`config.mk`:
```
export PLATFORM = sky130hd
export DESIGN_NAME = alu_seq
export DESIGN_NICKNAME = d
export VERILOG_FILES = /design/src/rtl/alu_seq.sv
export SDC_FILE = /design/constraint.sdc
export NUM_CORES = 1
export LEC_CHECK = 0
export ABC_AREA = 0
export BUFFER_PORTS_ARGS = -buffer_cell sky130_fd_sc_hd__buf_2
export CORE_MARGIN = 3
export CORE_UTILIZATION = 42
export DETAILED_ROUTE_END_ITERATION = 10
export GPL_TIMING_DRIVEN = 0
export PLACE_DENSITY = 0.7
export REMOVE_ABC_BUFFERS = 1
export SLEW_MARGIN = 20
export SYNTH_ARGS = -nofsm -noshare
export SYNTH_HDL_FRONTEND = slang
export SYNTH_SLANG_ARGS = --single-unit
```
`constraint.sdc`:
```
create_clock -name clk -period 4.2 [get_ports clk]
set_input_delay 0.63 -clock clk [delete_from_list [all_inputs] [get_ports clk]]
set_output_delay 0.63 -clock clk [all_outputs]
set_load 0.1 [all_outputs]
```
`src/rtl/alu_seq.sv`:
```
// Handshaked sequential ALU with internal NZCV register, bit-serial shifts/rotates.
// Optional shift-add multiplier on opcode 5'h10 when ALU_SEQ_MUL_EN is defined.
module alu_seq #(
    parameter int DATA_WIDTH = 8,
    parameter int SHW        = $clog2(DATA_WIDTH)
) (
    input  logic                  clk,
    input  logic                  reset,
    input  logic                  in_valid,
    output logic                  in_ready,
    input  logic [4:0]            opcode,
    input  logic                  op_sel,
    input  logic [DATA_WIDTH-1:0] A,
    input  logic [DATA_WIDTH-1:0] B,
    input  logic [SHW-1:0]        shamt,
    output logic                  out_valid,
    input  logic                  out_ready,
    output logic [DATA_WIDTH-1:0] Y,
    output logic [3:0]            flags
);
    localparam int MSB = DATA_WIDTH - 1;

    typedef enum logic [1:0] {IDLE, SHIFT, MUL, DONE} state_t;

    state_t          state, state_nxt;
    logic [SHW-1:0]  cnt;
    logic [MSB:0]    w;
    logic            cs;
    logic [1:0]      kind;
    logic            dir;
    logic [MSB:0]    x;
    logic            accept;
    logic            is_shift;
    logic            is_mul;
    logic [MSB:0]    imm_y;
    logic            imm_c;
    logic            imm_v;
    logic [DATA_WIDTH:0] step;

    // Returns {C, V, Y}; u tracks carry/borrow, s is the exact signed result.
    function automatic logic [DATA_WIDTH+1:0] arith(input logic [MSB:0] a, input logic [MSB:0] b,
                                                    input logic cin, input logic sub);
        logic [DATA_WIDTH:0]        u;
        logic signed [DATA_WIDTH:0] s;
        logic [DATA_WIDTH:0]        ci;
        ci = {{DATA_WIDTH{1'b0}}, cin};
        if (sub) begin
            u = {1'b0, a} - {1'b0, b} - ci;
            s = $signed({a[MSB], a}) - $signed({b[MSB], b}) - $signed(ci);
        end else begin
            u = {1'b0, a} + {1'b0, b} + ci;
            s = $signed({a[MSB], a}) + $signed({b[MSB], b}) + $signed(ci);
        end
        return {u[DATA_WIDTH], s[DATA_WIDTH] ^ s[DATA_WIDTH-1], u[MSB:0]};
    endfunction

    function automatic logic [3:0] mk_flags(input logic [MSB:0] y, input logic c, input logic v);
        return {y[MSB], (y == '0), c, v};
    endfunction

    // One-bit step; kind: 0 ASH, 1 LSH, 2 ROT, 3 RCC. Returns {carry_out, w}.
    function automatic logic [DATA_WIDTH:0] shift_step(input logic [1:0] k, input logic left,
                                                       input logic [MSB:0] v, input logic c);
        logic fill;
        fill = 1'b0;
        if (left) begin
            case (k)
                2'd2:    fill = v[MSB];
                2'd3:    fill = c;
                default: fill = 1'b0;
            endcase
            return {v[MSB], v[MSB-1:0], fill};
        end
        case (k)
            2'd0:    fill = v[MSB];
            2'd1:    fill = 1'b0;
            2'd2:    fill = v[0];
            default: fill = c;
        endcase
        return {v[0], fill, v[MSB:1]};
    endfunction

    assign x         = op_sel ? A : B;
    assign in_ready  = (state == IDLE);
    assign out_valid = (state == DONE);
    assign accept    = in_valid && in_ready;
    assign is_shift  = (opcode[4:2] == 3'b011);
    assign step      = shift_step(kind, dir, w, cs);

`ifdef ALU_SEQ_MUL_EN
    logic [2*DATA_WIDTH-1:0] p;
    logic [2*DATA_WIDTH-1:0] mul_nxt;
    logic [MSB:0]            mcand;
    logic [DATA_WIDTH:0]     mul_sum;

    assign is_mul  = (opcode == 5'h10);
    assign mul_sum = {1'b0, p[2*DATA_WIDTH-1:DATA_WIDTH]} + (p[0] ? {1'b0, mcand} : '0);
    assign mul_nxt = {mul_sum, p[MSB:1]};
`else
    assign is_mul  = 1'b0;
`endif

    // Single-cycle results for ops 0-B and zero-amount shifts
    always_comb begin
        imm_y = '0;
        imm_c = 1'b0;
        imm_v = 1'b0;
        case (opcode[3:0])
            4'h0: {imm_c, imm_v, imm_y} = arith(A, B, 1'b0, 1'b0);
            4'h1: {imm_c, imm_v, imm_y} = arith(A, B, flags[1], 1'b0);
            4'h2: {imm_c, imm_v, imm_y} = arith(A, B, 1'b0, 1'b1);
            4'h3: {imm_c, imm_v, imm_y} = arith(A, B, flags[1], 1'b1);
            4'h4: {imm_c, imm_v, imm_y} = arith('0, x, 1'b0, 1'b1);
            4'h5: {imm_c, imm_v, imm_y} = arith(x, '0, 1'b1, 1'b0);
            4'h6: {imm_c, imm_v, imm_y} = arith(x, '0, 1'b1, 1'b1);
            4'h7: imm_y = x;
            4'h8: imm_y = A & B;
            4'h9: imm_y = A | B;
            4'hA: imm_y = A ^ B;
            4'hB: imm_y = ~x;
            default: begin
                imm_y = x;
                imm_c = flags[1];
            end
        endcase
    end

    always_ff @(posedge clk or posedge reset) begin
        if (reset) state <= IDLE;
        else       state <= state_nxt;
    end

    always_comb begin
        state_nxt = state;
        case (state)
            IDLE: begin
                if (accept) begin
                    if (opcode[4])                          state_nxt = is_mul ? MUL : DONE;
                    else if (is_shift && (shamt != '0))     state_nxt = SHIFT;
                    else                                    state_nxt = DONE;
                end
            end
            SHIFT:   if (cnt == SHW'(1)) state_nxt = DONE;
            MUL:     if (cnt == '0)      state_nxt = DONE;
            DONE:    if (out_ready)      state_nxt = IDLE;
            default: state_nxt = IDLE;
        endcase
    end

    // Architected outputs and counter: committed only at the end of an op
    always_ff @(posedge clk or posedge reset) begin
        if (reset) begin
            Y     <= '0;
            flags <= '0;
            cnt   <= '0;
        end else begin
            case (state)
                IDLE: begin
                    if (accept) begin
                        if (opcode[4]) begin
                            if (is_mul) cnt <= SHW'(DATA_WIDTH - 1);
                            else        Y   <= '0;
                        end else if (is_shift && (shamt != '0)) begin
                            cnt <= shamt;
                        end else begin
                            Y     <= imm_y;
                            flags <= mk_flags(imm_y, imm_c, imm_v);
                        end
                    end
                end
                SHIFT: begin
                    cnt <= cnt - SHW'(1);
                    if (cnt == SHW'(1)) begin
                        Y     <= step[MSB:0];
                        flags <= mk_flags(step[MSB:0], step[DATA_WIDTH], 1'b0);
                    end
                end
`ifdef ALU_SEQ_MUL_EN
                MUL: begin
                    if (cnt != '0) begin
                        cnt <= cnt - SHW'(1);
                    end else begin
                        Y     <= mul_nxt[MSB:0];
                        flags <= mk_flags(mul_nxt[MSB:0], |mul_nxt[2*DATA_WIDTH-1:DATA_WIDTH], 1'b0);
                    end
                end
`endif
                default: ;
            endcase
        end
    end

    // Working registers: loaded on every accept, meaningful only in SHIFT/MUL
    always_ff @(posedge clk) begin
        if (state == IDLE && accept) begin
            w    <= x;
            cs   <= flags[1];
            kind <= opcode[1:0];
            dir  <= op_sel;
`ifdef ALU_SEQ_MUL_EN
            p     <= {{DATA_WIDTH{1'b0}}, B};
            mcand <= A;
`endif
        end else if (state == SHIFT) begin
            {cs, w} <= step;
        end
`ifdef ALU_SEQ_MUL_EN
        else if (state == MUL) begin
            p <= mul_nxt;
        end
`endif
    end

endmodule

```
-- Word-level counts from Yosys, hierarchy flattened
Cells that the tools add are included.
- flip-flop bits (word level): 29
- bits of input ports: 29
- output and inout port bits: 14
- add/sub/neg operators: 15
- equal/unequal tests: 28
- multiplexer cells: 41
- bitwise operators: 11
- reduce and logical (&&, ||, !) cells: 18
- operator list (kind ; number):
    8-bit case mux with 11 select lines ; 1
    9-bit two-way mux ; 9
    8-bit two-way mux ; 7
    8-bit by 8-bit adder with 9-bit output ; 2
    1-bit by 8-bit subtractor with 9-bit output (first input constant) ; 2
    8-bit by 8-bit subtractor with 9-bit output ; 2
    4-bit by 3-bit equality test with 1-bit output (second input constant) ; 4
    4-bit equality test (second input constant) ; 4
    8-bit zero test ; 2
    4-bit two-way mux ; 4
    8-bit case mux with 2 select lines ; 1
    2-bit two-way mux ; 6
    4-bit AND reduction ; 3
    8-bit by 1-bit adder with 9-bit output (second input constant) ; 1
    8-bit by 2-bit adder with 9-bit output (second input constant) ; 1
    9-bit by 1-bit adder with 9-bit output ; 1
    9-bit by 2-bit adder with 9-bit output ; 1
    3-bit two-way mux ; 3
    9-bit by 2-bit inequality test with 1-bit output (second input constant) ; 1
    8-bit by 1-bit subtractor with 9-bit output (second input constant) ; 1
    8-bit by 2-bit subtractor with 9-bit output (second input constant) ; 1
    9-bit by 1-bit subtractor with 9-bit output ; 1
    9-bit by 2-bit subtractor with 9-bit output ; 1
    8-bit AND ; 1
    other kinds (31) ; 53

-- Logic depth before layout (Yosys ltp)
Gate-level depths: netlist of run 1.
- word-level depth: 9
- mapped depth: 13

-- Least setup slack after synthesis of run 1
Ideal clock, no wire load.
- path kind: input port to flip-flop
- from: input A[0]
- to: register flags[0]
- arrival: 3226 ps
- required time: 4056 ps
- slack: 830 ps
- stages: 12
- buffers on the path: 0
- cell sequence: inv_1 > ha_1 > fa_1 > ha_1 > and2_1 > o2111ai_1 > a211o_1 > nor2b_1 > a21boi_1 > o2111a_1 > a2111oi_2 > a41oi_2
- word-level cells in the longest chain between the ends: 9
- elaborated cells between the ends (all ways): 27
- ends and longest elaborated chain (element ; RTL line ; text):
    start, declared ; 13 ; input logic [DATA_WIDTH-1:0] A,
    8-bit by 8-bit subtractor with 9-bit output (tied with other cells) ; 49 ; s = $signed({a[MSB], a}) - $signed({b[MSB], b}) - $signed(ci);
    9-bit by 2-bit subtractor with 9-bit output (tied with other cells) ; 49 ;
    9-bit two-way mux ; 108 ; case (opcode[3:0])
    1-bit XOR ; 54 ; return {u[DATA_WIDTH], s[DATA_WIDTH] ^ s[DATA_WIDTH-1], u[MSB:0]};
    1-bit case mux with 7 select lines (*) ; 108 ;
    4-bit two-way mux (*) ; 163 ; end else if (is_shift && (shamt != '0)) begin
    4-bit two-way mux (*) ; 160 ; if (opcode[4]) begin
    4-bit two-way mux (*) ; 159 ; if (accept) begin
    4-bit case mux with 2 select lines (*) ; 157 ; case (state)
    end signal, assigned ; 167 ; flags <= mk_flags(imm_y, imm_c, imm_v);
    end signal, assigned ; 175 ; flags <= mk_flags(step[MSB:0], step[DATA_WIDTH], 1'b0);
    end, declared ; 19 ; output logic [3:0] flags
Every way passes the cells marked *; elsewhere a longest branch is shown, timed or not. The select of a mux whose other input is x is not followed.
A chain may end at the register's enable or synchronous reset.

-- Worst setup path in the final report of run 1
- from: input A[0]
- to: register Y[6]
- word-level cells in the longest chain between the ends: 7
- elaborated cells between the ends (all ways): 13
- ends and longest elaborated chain (element ; RTL line ; text):
    8-bit by 8-bit subtractor with 9-bit output (tied with other cells) ; 48 ; u = {1'b0, a} - {1'b0, b} - ci;
    9-bit by 1-bit subtractor with 9-bit output (tied with other cells) ; 48 ;
    8-bit case mux with 11 select lines (*) ; 108 ;
    8-bit two-way mux (*) ; 163 ;
    8-bit two-way mux (*) ; 160 ;
    8-bit two-way mux (*) ; 159 ;
    8-bit case mux with 2 select lines (*) ; 157 ;
    end signal, assigned ; 166 ; Y <= imm_y;
    end signal, assigned ; 174 ; Y <= step[MSB:0];
    end, declared ; 18 ; output logic [DATA_WIDTH-1:0] Y,
Marked as above.

==> impl_metrics.csv, run 1 <==
group,metric,value,unit
clock_network,clk_latency,0.28,ns
yosys,yosys_register_bits,29,
placement,place_congestion,0.944,
finish,final_cell_count_no_fill,799,
power_and_ir_drop,power.combinational.fraction,65.3,%
placement,placedCellCount,791,
yosys,synth_top_area_share,9.36,%
finish,stdcell_area,5400,um2
job,maxCapViolations,0,
route,post-route-drc-count,0,
worst_setup_path,worstSetupEndpointType,"flip-flop",
yosys,synth_enable_flop_cells,12,
power_and_ir_drop,power.ir.vdd_worst,386,uV
power_and_ir_drop,power.sequential.fraction,21.8,%
die,top_level_ports,43,
clock_network,path_clk_slew,0.05,ns
route,drt.antenna.violating_nets,0,
die,dieWidth,116,um
clock_network,root_buffer_selected_by_cts,"sky130_fd_sc_hd__clkbuf_16",
yosys,postSynthAreaPerCell,7.86,um2
power_and_ir_drop,power.switching_fraction,54.8,%
finish,num_antenna_cells,0,
power_and_ir_drop,netSwitchingPower,1.43,mW
sta,rsz0062_at_grt,"false",
die,start_util,43.7,%
yosys,total_number_of_yosys_warnings,0,
worst_setup_path,critPathKind,"in -> reg",
yosys,synthDominantAreaCellType,"sky130_fd_sc_hd__ha_1",
worst_setup_path,r2r_depth,8,
min_path,worstHoldPathType,"in -> async",
power_and_ir_drop,clkPwrFrac,12.9,%
worst_setup_path,critical_path.max_stage_delay,0.63,ns
sta,share_of_the_clock_period_used_by_the_worst_path_after_layout,91.0,%
sta,fmax,0.262,GHz
clock_network,ctsLongestPathBuffers,2,
worst_setup_path,regToRegStartpoint,"state[0]$_DFFE_PP0P_",
clock_network,numCtsBuffers,5,
grt,grt_pass1_wl,24.6,mm
sta,worst_slew_pin_slew,1.23,ns
sta,finalMaxSlewViolations,0,
route,detail_route.wirelength,15.6,mm
yosys,postSynth.asyncResetShare,58.6,%
sta,hold_viol_final,0,
route,route.vias.total,5157,
sta,maxSlewHeadroom,17.2,%
die,die_ar,13400,um2
worst_setup_path,worstPathCellList,"buf_2 -> inv_1 -> ha_1 -> fa_1 -> ha_1 -> and2_1 -> o2111ai_1 -> a211o_1 -> nor3_1 -> nor3b_1 -> o41ai_2 -> o22ai_1 -> mux2_2",
grt,grt_remaining_overflow,0,
yosys,synth_sequential_area_ratio,15.5,%
sta,report.final.setup_viol,0,
worst_setup_path,worst_ep_arrival_time,3.98,ns
status,status,"completed",
worst_setup_path,critical-path-top-cell-by-count,"sky130_fd_sc_hd__ha_1",
placement,placed_area,5260,um2
die,core,11600,um2
finish,leading_cell_type_in_the_layout_fill_and_taps_excluded,"sky130_fd_sc_hd__nand2_1",
clock_network,post_cts_hold_buffer_count,0,
placement,placement.io_buffers,42,
yosys,netlist-cell-type-count,99,
finish,num-nets-final,724,
sta,period_needed,3.82,ns
worst_setup_path,crit_required,4.36,ns
finish,fraction_of_final_layout_cells_with_drive_strength_greater_than_1,14.3,%
yosys,ranking_of_synthesized_cells_by_area,"sky130_fd_sc_hd__ha_1, sky130_fd_sc_hd__dfrtp_1, sky130_fd_sc_hd__edfxtp_1",
power_and_ir_drop,power_report.internal_total,1.18,mW
route,first_iter_violations,559,
sta,fin_worst_skew,0.00430,ns
yosys,synth_area,5080,um2
worst_setup_path,worst-path-max-fanout,6,
yosys,netlist_instances,646,
clock_network,numClockSinks,29,
route,route.detailed.wl_per_inst,19.5,um
die,placementRows,39,
power_and_ir_drop,cellPowerDensity,483,nW/um2
grt,grt_antenna_before_repair,0,
route,post_drt_via_cell_ratio,6.45,
finish,layout.cells.most_common_list,"sky130_fd_sc_hd__nand2_1, sky130_fd_sc_hd__nor2_1, sky130_fd_sc_hd__inv_1",
grt,first_global_vias,4653,
placement,placed_wire_length_estimate,12.1,mm
worst_setup_path,worstReg2RegEnd,"flags[0]$_DFFE_PP0P_",
clock_network,cts_tree,"built",
grt,grt_usage,23.0,%
route,first_pass_iters,8,
yosys,synth_top_flop_cell,"sky130_fd_sc_hd__dfrtp_1",
worst_setup_path,worstSetupStartpointType,"input pin",
power_and_ir_drop,cellLeakagePower,2.19,nW
worst_setup_path,crit_path_top_delay_cell,"sky130_fd_sc_hd__fa_1",
worst_setup_path,timing.reg2reg.setup_slack,0.54,ns
sta,tns,0,ns
finish,area_delta_synth_final,6.33,%
die,die_h,116,um
clock_network,htree_levels,2,
grt,largest_net_degree_at_the_start_of_global_routing,37,
finish,filler_cell_count,1148,
## final cells by class
type | count | area, um2 | share of cell area [%]
clock buffer | 6 | 129 | 2.39
clock inverter | 2 | 10.0 | 0.185
inverter | 46 | 173 | 3.20
multi-input combinational | 531 | 3910 | 72.4
sequential | 29 | 786 | 14.6
tap | 143 | 179 | 3.31
timing repair buffer | 42 | 213 | 3.94
## repair_timing
| item | in CTS | in global routing |
|---|---|---|
| setup buffers | 0 | 0 |
| gates resized for setup | 0 | 1 |
| setup endpoints to repair | 0 | 1 |
## routing by layer
metal / vias up / global-route usage [%] / share of wire (%)
met5: - / 0 / 0
met4: 0 / 5.49 / 1.5
met3: 21 / 4.13 / 8.3
met2: 256 / 35.7 / 45
met1: 2443 / 33.0 / 45
li1: 2437 / - / -
## critical path: cells and delay by family
kind / cells / cell delay, ns
buffers and inverters: 2 / 0.22
adders and majority gates: 3 / 1.17
and+or+nand+nor: 3 / 0.40
AOI/OAI and AO/OA: 4 / 1.26
muxes: 1 / 0.29
## through the flow
stage / setup WS [ns] / hold slack (ns) / power, mW / util (%)
floorplan: 0.447 / 0.450 / 1.87 / -
global placement: 0.128 / 0.465 / 2.22 / 45.3
detailed placement: 0.0222 / 0.468 / 2.26 / 45.3
CTS: 0.273 / 0.465 / 2.60 / 46.5
global route: 0.121 / 0.505 / 2.79 / 46.5
finish: 0.377 / 0.447 / 2.61 / 46.5
## sequential cells by signal, summed over array words and instances, names as in the netlist
signal,count
dir,1
state,2
Y,8
cnt,3
cs,1
w,8
flags,4
kind,2
## cells in the mapped netlist (all sizes together) (17+ instances only)
cell / count
dfrtp: 17
inv: 46
xnor2: 18
a21oi: 36
mux2i: 22
nand3: 18
nor2: 49
o21ai: 35
a211oi: 18
ha: 38
buf: 25
nand2: 51
## worst max path at each step
stage	start	end	slack, ns
after floorplan	state[0]$_DFFE_PP0P_	flags[0]$_DFFE_PP0P_	0.45
after global placement	op_sel	Y[6]$_DFFE_PP0P_	0.13
after detailed placement	op_sel	Y[6]$_DFFE_PP0P_	0.02
after CTS	op_sel	Y[6]$_DFFE_PP0P_	0.27
after global routing	op_sel	Y[6]$_DFFE_PP0P_	0.12
final	A[0]	Y[6]$_DFFE_PP0P_	0.38
## power groups by stage
| stage | Combinational [mW] | Clock, mW | Sequential (mW) |
|---|---|---|---|
| final | 1.70 | 0.337 | 0.567 |
| after floorplan | 0.958 | 0 | 0.910 |
| after global placement | 1.66 | 0 | 0.562 |
| after detailed placement | 1.69 | 0 | 0.570 |
| after global routing | 1.85 | 0.357 | 0.583 |
| after CTS | 1.70 | 0.343 | 0.565 |
## cell families (layout without fill, tap and decap cells)
| family | count (synthesis) | after routing | synth area share [%] |
|---|---|---|---|
| AO/OA/AOI/OAI | 199 | 199 | 29.3 |
| buffers and inverters | 86 | 96 | 7.51 |
| AND/OR/NAND/NOR | 231 | 231 | 24.7 |
| multiplexers | 34 | 34 | 7.59 |
| flip-flops | 29 | 29 | 15.5 |
| adder cells (fa/ha/maj) | 40 | 40 | 10.2 |
| XOR/XNOR | 27 | 27 | 5.22 |
Note: power is estimated with default switching activity, not from simulation.
==> inputs of run 2 (changes only) <==
Settings changed: BUFFER_PORTS_ARGS -buffer_cell sky130_fd_sc_hd__buf_2 to -buffer_cell sky130_fd_sc_hd__buf_4.
==> run 2 against run 1 <==
Clock skew is 0.00079 ns lower. Worst setup slack got worse by 0.032 ns. Non-clock buffer count is the same. Cell count did not move. Design area is 2.2% higher. First-iteration DRC count decreased by 4.7%. Routed wire length rose by 5.7%. Utilization grew 1.0 points. Critical path type unchanged. Largest power group unchanged.
==> impl_metrics.csv, run 2 (synthesis results as in run 1) <==
group,metric,value,unit
status,status,"completed",
power_and_ir_drop,clkPwrFrac,13.1,%
sta,hold_viol_final,0,
placement,place_congestion,0.935,
grt,grt_antenna_before_repair,0,
clock_network,postCtsSetupBuffers,0,
power_and_ir_drop,cellLeakagePower,2.22,nW
finish,fraction_of_final_layout_cells_with_drive_strength_greater_than_1,14.5,%
grt,grt_remaining_overflow,0,
grt,grt_pass1_wl,25.9,mm
worst_setup_path,worst-path-max-fanout,6,
route,first_iter_violations,533,
die,die_ar,13400,um2
sta,rsz0062_at_grt,"false",
clock_network,numCtsBuffers,5,
finish,sequential_cell_area,786,um2
finish,leading_cell_type_in_the_layout_fill_and_taps_excluded,"sky130_fd_sc_hd__nand2_1",
die,dieWidth,116,um
job,maxCapViolations,0,
sta,finalMaxSlewViolations,0,
sta,fmax,0.259,GHz
route,route.vias.total,5170,
finish,largest_registers,"Y (8), w (8), flags (4)",
min_path,worstHoldPathType,"in -> async",
sta,worst_slew_pin_slew,1.19,ns
finish,num-nets-final,724,
finish,final_cell_count_no_fill,799,
power_and_ir_drop,netSwitchingPower,1.46,mW
die,placementRows,39,
worst_setup_path,worstSetupStartpointType,"input pin",
grt,first_global_vias,4836,
sta,share_of_the_clock_period_used_by_the_worst_path_after_layout,91.8,%
route,first_pass_iters,6,
worst_setup_path,worstSetupEndpointType,"flip-flop",
worst_setup_path,critPathKind,"in -> reg",
sta,period_needed,3.86,ns
clock_network,path_clk_slew,0.05,ns
sta,fin_worst_skew,0.00351,ns
placement,placed_wire_length_estimate,12.7,mm
die,core,11600,um2
worst_setup_path,crit_required,4.36,ns
placement,placedCellCount,791,
route,detail_route.wirelength,16.5,mm
placement,placement.io_buffers,42,
die,start_util,43.7,%
route,post-route-drc-count,0,
finish,multi_input_comb_area,3920,um2
die,die_h,116,um
grt,largest_net_degree_at_the_start_of_global_routing,37,
finish,layout.cells.most_common_list,"sky130_fd_sc_hd__nand2_1, sky130_fd_sc_hd__nor2_1, sky130_fd_sc_hd__inv_1",
finish,area_delta_synth_final,8.62,%
worst_setup_path,cp-startpoint,"A[0]",
route,post_drt_via_cell_ratio,6.47,
power_and_ir_drop,power.combinational.fraction,65.7,%
finish,num_antenna_cells,0,
worst_setup_path,regToRegStartpoint,"state[0]$_DFFE_PP0P_",
power_and_ir_drop,cellPowerDensity,488,nW/um2
clock_network,post_cts_hold_buffer_count,0,
clock_network,post_cts_resized,0,
worst_setup_path,worst_ep_arrival_time,4.01,ns
finish,filler_cell_count,1174,
sta,maxSlewHeadroom,19.7,%
worst_setup_path,r2r_depth,8,
power_and_ir_drop,power.sequential.fraction,21.2,%
clock_network,clk_latency,0.27,ns
sta,tns,0,ns
die,top_level_ports,43,
sta,report.final.setup_viol,0,
clock_network,root_buffer_selected_by_cts,"sky130_fd_sc_hd__clkbuf_16",
clock_network,htree_levels,2,
route,drt.antenna.violating_nets,0,
power_and_ir_drop,power.switching_fraction,54.0,%
power_and_ir_drop,power_report.internal_total,1.24,mW
clock_network,numClockSinks,29,
clock_network,ctsLongestPathBuffers,2,
route,route.detailed.wl_per_inst,20.6,um
clock_network,cts_tree,"built",
power_and_ir_drop,power.ir.vdd_worst,352,uV
grt,grt_usage,24.2,%
run 2: cell count changes in the layout (fill, tap and decap cells not counted), sizes merged:
cell    previous run  this run
clkbuf             7         6
buf               41        42
run 2: final timing paths:
kind	end	slack (ns)
worst max-delay path	Y[6]$_DFFE_PP0P_	0.34
worst min register to register	Y[2]$_DFFE_PP0P_	0.49
min in group clk	Y[2]$_DFFE_PP0P_	0.49
max in group asynchronous	flags[0]$_DFFE_PP0P_	3.29
worst max register to register	flags[0]$_DFFE_PP0P_	0.47
worst min-delay path	Y[3]$_DFFE_PP0P_	0.47
run 2: per-layer routing:
| metal | GRT usage [%] | share of wire (%) | vias up |
|---|---|---|---|
| met5 | 0 | 0 | - |
| met4 | 5.41 | 2.3 | 0 |
| met3 | 3.13 | 8.4 | 31 |
| met2 | 38.3 | 44 | 237 |
| met1 | 35.2 | 45 | 2464 |
| li1 | - | - | 2438 |
run 2: layout make-up:
class | count | area share [%]
clock inverters | 2 | 0.159
clock buffers | 6 | 2.52
flip-flops and latches | 29 | 14.2
repair buffers | 42 | 5.72
multi-input cells | 531 | 71.0
inverters | 46 | 3.13
well taps | 143 | 3.24
run 2: per-stage QoR:
step | util (%) | total power, mW | setup slack, ns | hold WS [ns] | cell area, um2
global route | 47.5 | 2.87 | 0.184 | 0.515 | 5520
detailed placement | 46.2 | 2.32 | 0.0916 | 0.485 | 5360
finish | 47.5 | 2.69 | 0.344 | 0.468 | 5520
CTS | 47.5 | 2.68 | 0.365 | 0.482 | 5510
floorplan | - | 1.87 | 0.447 | 0.450 | 4870
global placement | 46.2 | 2.28 | 0.137 | 0.471 | 5360
run 2: power by group through the flow:
stage,registers [mW],logic [mW],clock network [mW]
after floorplan,0.910,0.958,0
after global placement,0.567,1.71,0
after detailed placement,0.574,1.75,0
after CTS,0.569,1.75,0.356
after global routing,0.586,1.91,0.367
final,0.572,1.77,0.353
run 2: critical path, stage by stage:
cell                        delay (ns)
sky130_fd_sc_hd__buf_4            0.11
sky130_fd_sc_hd__inv_1            0.07
sky130_fd_sc_hd__ha_1             0.28
sky130_fd_sc_hd__fa_1             0.67
sky130_fd_sc_hd__ha_1             0.31
sky130_fd_sc_hd__and2_1           0.16
sky130_fd_sc_hd__o2111ai_1        0.14
sky130_fd_sc_hd__a211o_1          0.45
sky130_fd_sc_hd__nor3_1           0.16
sky130_fd_sc_hd__nor3b_1          0.09
sky130_fd_sc_hd__o41ai_2          0.51
sky130_fd_sc_hd__o22ai_1          0.15
sky130_fd_sc_hd__mux2_2           0.28
==> inputs of run 3 (changes only) <==
Settings changed: CORE_ASPECT_RATIO set to 0.9.
==> run 3 against run 2 <==
Design area rose by 0.54%. Largest cell class unchanged. Register-to-register slack improved by 0.02 ns. Power rose by 2.0%. Global-route usage fell by 1.0 points. Worst setup slack improved by 0.092 ns. Highest routed layer unchanged. Combinational power barely moved. Non-clock buffer count did not move. Largest power group unchanged. Clock skew barely moved. Die area barely moved. Hold slack improved by 0.012 ns. Sequential power barely moved.
==> impl_metrics.csv, run 3 (synthesis results as in run 1) <==
group,metric,value,unit
worst_setup_path,timing.critical_path.buf_inv,2,
sta,maxSlewHeadroom,20.7,%
route,post-route-drc-count,0,
finish,area_delta_synth_final,9.21,%
worst_setup_path,cp_top_family,"compound AO/OA/AOI/OAI gates",
placement,dp_slack,0.166,ns
sta,report.final.setup_viol,0,
die,core,11600,um2
finish,num_antenna_cells,0,
route,first_pass_iters,6,
worst_setup_path,worstReg2RegEnd,"flags[0]$_DFFE_PP0P_",
worst_setup_path,critical_path.max_stage_delay,0.62,ns
grt,grt_antenna_before_repair,0,
die,dieWidth,122,um
route,drt.antenna.violating_nets,0,
sta,hold-worst-slack,0.480,ns
sta,finalMaxSlewViolations,0,
worst_setup_path,cp-startpoint,"A[0]",
clock_network,numCtsBuffers,5,
sta,fmax,0.266,GHz
power_and_ir_drop,cellPowerDensity,495,nW/um2
sta,fin_worst_skew,0.00363,ns
clock_network,cts_tree,"built",
finish,num-nets-final,724,
clock_network,clk_latency,0.28,ns
worst_setup_path,r2r_depth,9,
grt,largest_net_degree_at_the_start_of_global_routing,37,
route,route.vias.total,5279,
sta,period_needed,3.76,ns
power_and_ir_drop,totalPowerFinal,2.75,mW
clock_network,root_buffer_selected_by_cts,"sky130_fd_sc_hd__clkbuf_16",
clock_network,ctsLongestPathBuffers,2,
die,die_h,110,um
clock_network,post_cts_hold_buffer_count,0,
worst_setup_path,regToRegStartpoint,"state[1]$_DFFE_PP0P_",
status,status,"completed",
route,detail_route.wirelength,16.0,mm
min_path,worstHoldPathType,"in -> async",
die,placementRows,37,
worst_setup_path,worstSetupStartpointType,"input pin",
clock_network,path_clk_slew,0.05,ns
worst_setup_path,worstPathCellList,"buf_4 -> inv_1 -> ha_1 -> fa_1 -> ha_1 -> and2_1 -> o2111ai_1 -> a211o_1 -> nor3_1 -> nor3b_1 -> o41ai_2 -> o22ai_1 -> mux2_2",
route,route.detailed.wl_per_inst,19.7,um
sta,rsz0062_at_grt,"false",
grt,grt_remaining_overflow,0,
placement,place_congestion,0.901,
placement,placed_wire_length_estimate,12.3,mm
finish,leading_cell_type_in_the_layout_fill_and_taps_excluded,"sky130_fd_sc_hd__nand2_1",
grt,grt_peak_use_layer,"met2",
worst_setup_path,crit_path_top_delay_cell,"sky130_fd_sc_hd__fa_1",
worst_setup_path,critical-path-top-cell-by-count,"sky130_fd_sc_hd__ha_1",
route,first_iter_violations,630,
die,top_level_ports,43,
sta,tns,0,ns
worst_setup_path,timing.reg2reg.setup_slack,0.49,ns
clock_network,postCtsSetupBuffers,0,
finish,fraction_of_final_layout_cells_with_drive_strength_greater_than_1,14.3,%
sta,setup_slack,0.437,ns
job,maxCapViolations,0,
sta,hold_viol_final,0,
power_and_ir_drop,power.ir.vdd_worst,299,uV
finish,layout.cells.most_common_list,"sky130_fd_sc_hd__nand2_1, sky130_fd_sc_hd__nor2_1, sky130_fd_sc_hd__inv_1",
sta,worst_slew_pin_slew,1.18,ns
die,start_util,43.7,%
die,die_ar,13400,um2
finish,largest_registers,"Y (8), w (8), flags (4)",
grt,grt.met1_usage,34.0,%
power_and_ir_drop,cellLeakagePower,2.22,nW
worst_setup_path,crit_required,4.36,ns
placement,placement.io_buffers,42,
grt,first_global_vias,4754,
finish,filler_cell_count,1140,
sta,share_of_the_clock_period_used_by_the_worst_path_after_layout,89.6,%
worst_setup_path,critPathKind,"in -> reg",
placement,placed_area,5380,um2
clock_network,post_cts_resized,0,
clock_network,numClockSinks,29,
worst_setup_path,worst_ep_arrival_time,3.92,ns
grt,grt_use_met3,4.49,%
grt,grt_util_met2,35.1,%
worst_setup_path,worst-path-max-fanout,6,
grt,grt_pass1_wl,25.0,mm
finish,stdcell_area,5550,um2
route,post_drt_via_cell_ratio,6.50,
worst_setup_path,worstSetupEndpointType,"flip-flop",
clock_network,htree_levels,2,
grt,grt_usage,23.2,%
==> run 3: cell type report <==
class,count,area (um2),area share [%]
inverter,46,173,3.11
clock buffer,5,125,2.26
multi-input combinational,531,3910,70.5
tap,156,195,3.52
clock inverter,3,41.3,0.744
timing repair buffer,42,315,5.68
sequential,29,786,14.2
==> run 3: worst reg2reg max path, cell delays in order (launching register included) <==
cell	delay [ns]
sky130_fd_sc_hd__dfrtp_1	0.42
sky130_fd_sc_hd__inv_1	0.08
sky130_fd_sc_hd__ha_1	0.41
sky130_fd_sc_hd__inv_1	0.44
sky130_fd_sc_hd__a21oi_1	0.11
sky130_fd_sc_hd__a221o_1	0.48
sky130_fd_sc_hd__a21oi_1	0.67
sky130_fd_sc_hd__o221ai_1	0.33
sky130_fd_sc_hd__a2111oi_2	0.43
sky130_fd_sc_hd__a41oi_2	0.19
==> run 3: metal layers <==
layer  vias to the layer above  routed length [um]
li1                       2437                   -
met1                      2513                7120
met2                       296                6840
met3                        33                1750
met4                         0                 295
met5                         -                   0
==> run 3: worst max-delay path by stage <==
stage          cells after the start                    to  slack, ns
2_1_floorplan                      8  flags[0]$_DFFE_PP0P_       0.45
6_report                          13      Y[6]$_DFFE_PP0P_       0.44
3_3_place_gp                      13      Y[6]$_DFFE_PP0P_       0.21
3_5_place_dp                      13      Y[6]$_DFFE_PP0P_       0.17
4_1_cts                           13      Y[6]$_DFFE_PP0P_       0.46
5_1_grt                            8  flags[0]$_DFFE_PP0P_       0.14
==> run 3: power by group <==
part           total, mW  internal (mW)  switching, mW
clock              0.406          0.277          0.129
sequential         0.571          0.467          0.104
combinational       1.77          0.540           1.23
total               2.75           1.28           1.46
==> run 3: per-stage QoR <==
step,utilization (%),instances
CTS,47.7,812
finish,47.7,812
detailed placement,46.3,804
global route,47.7,812
floorplan,-,606
global placement,46.3,804
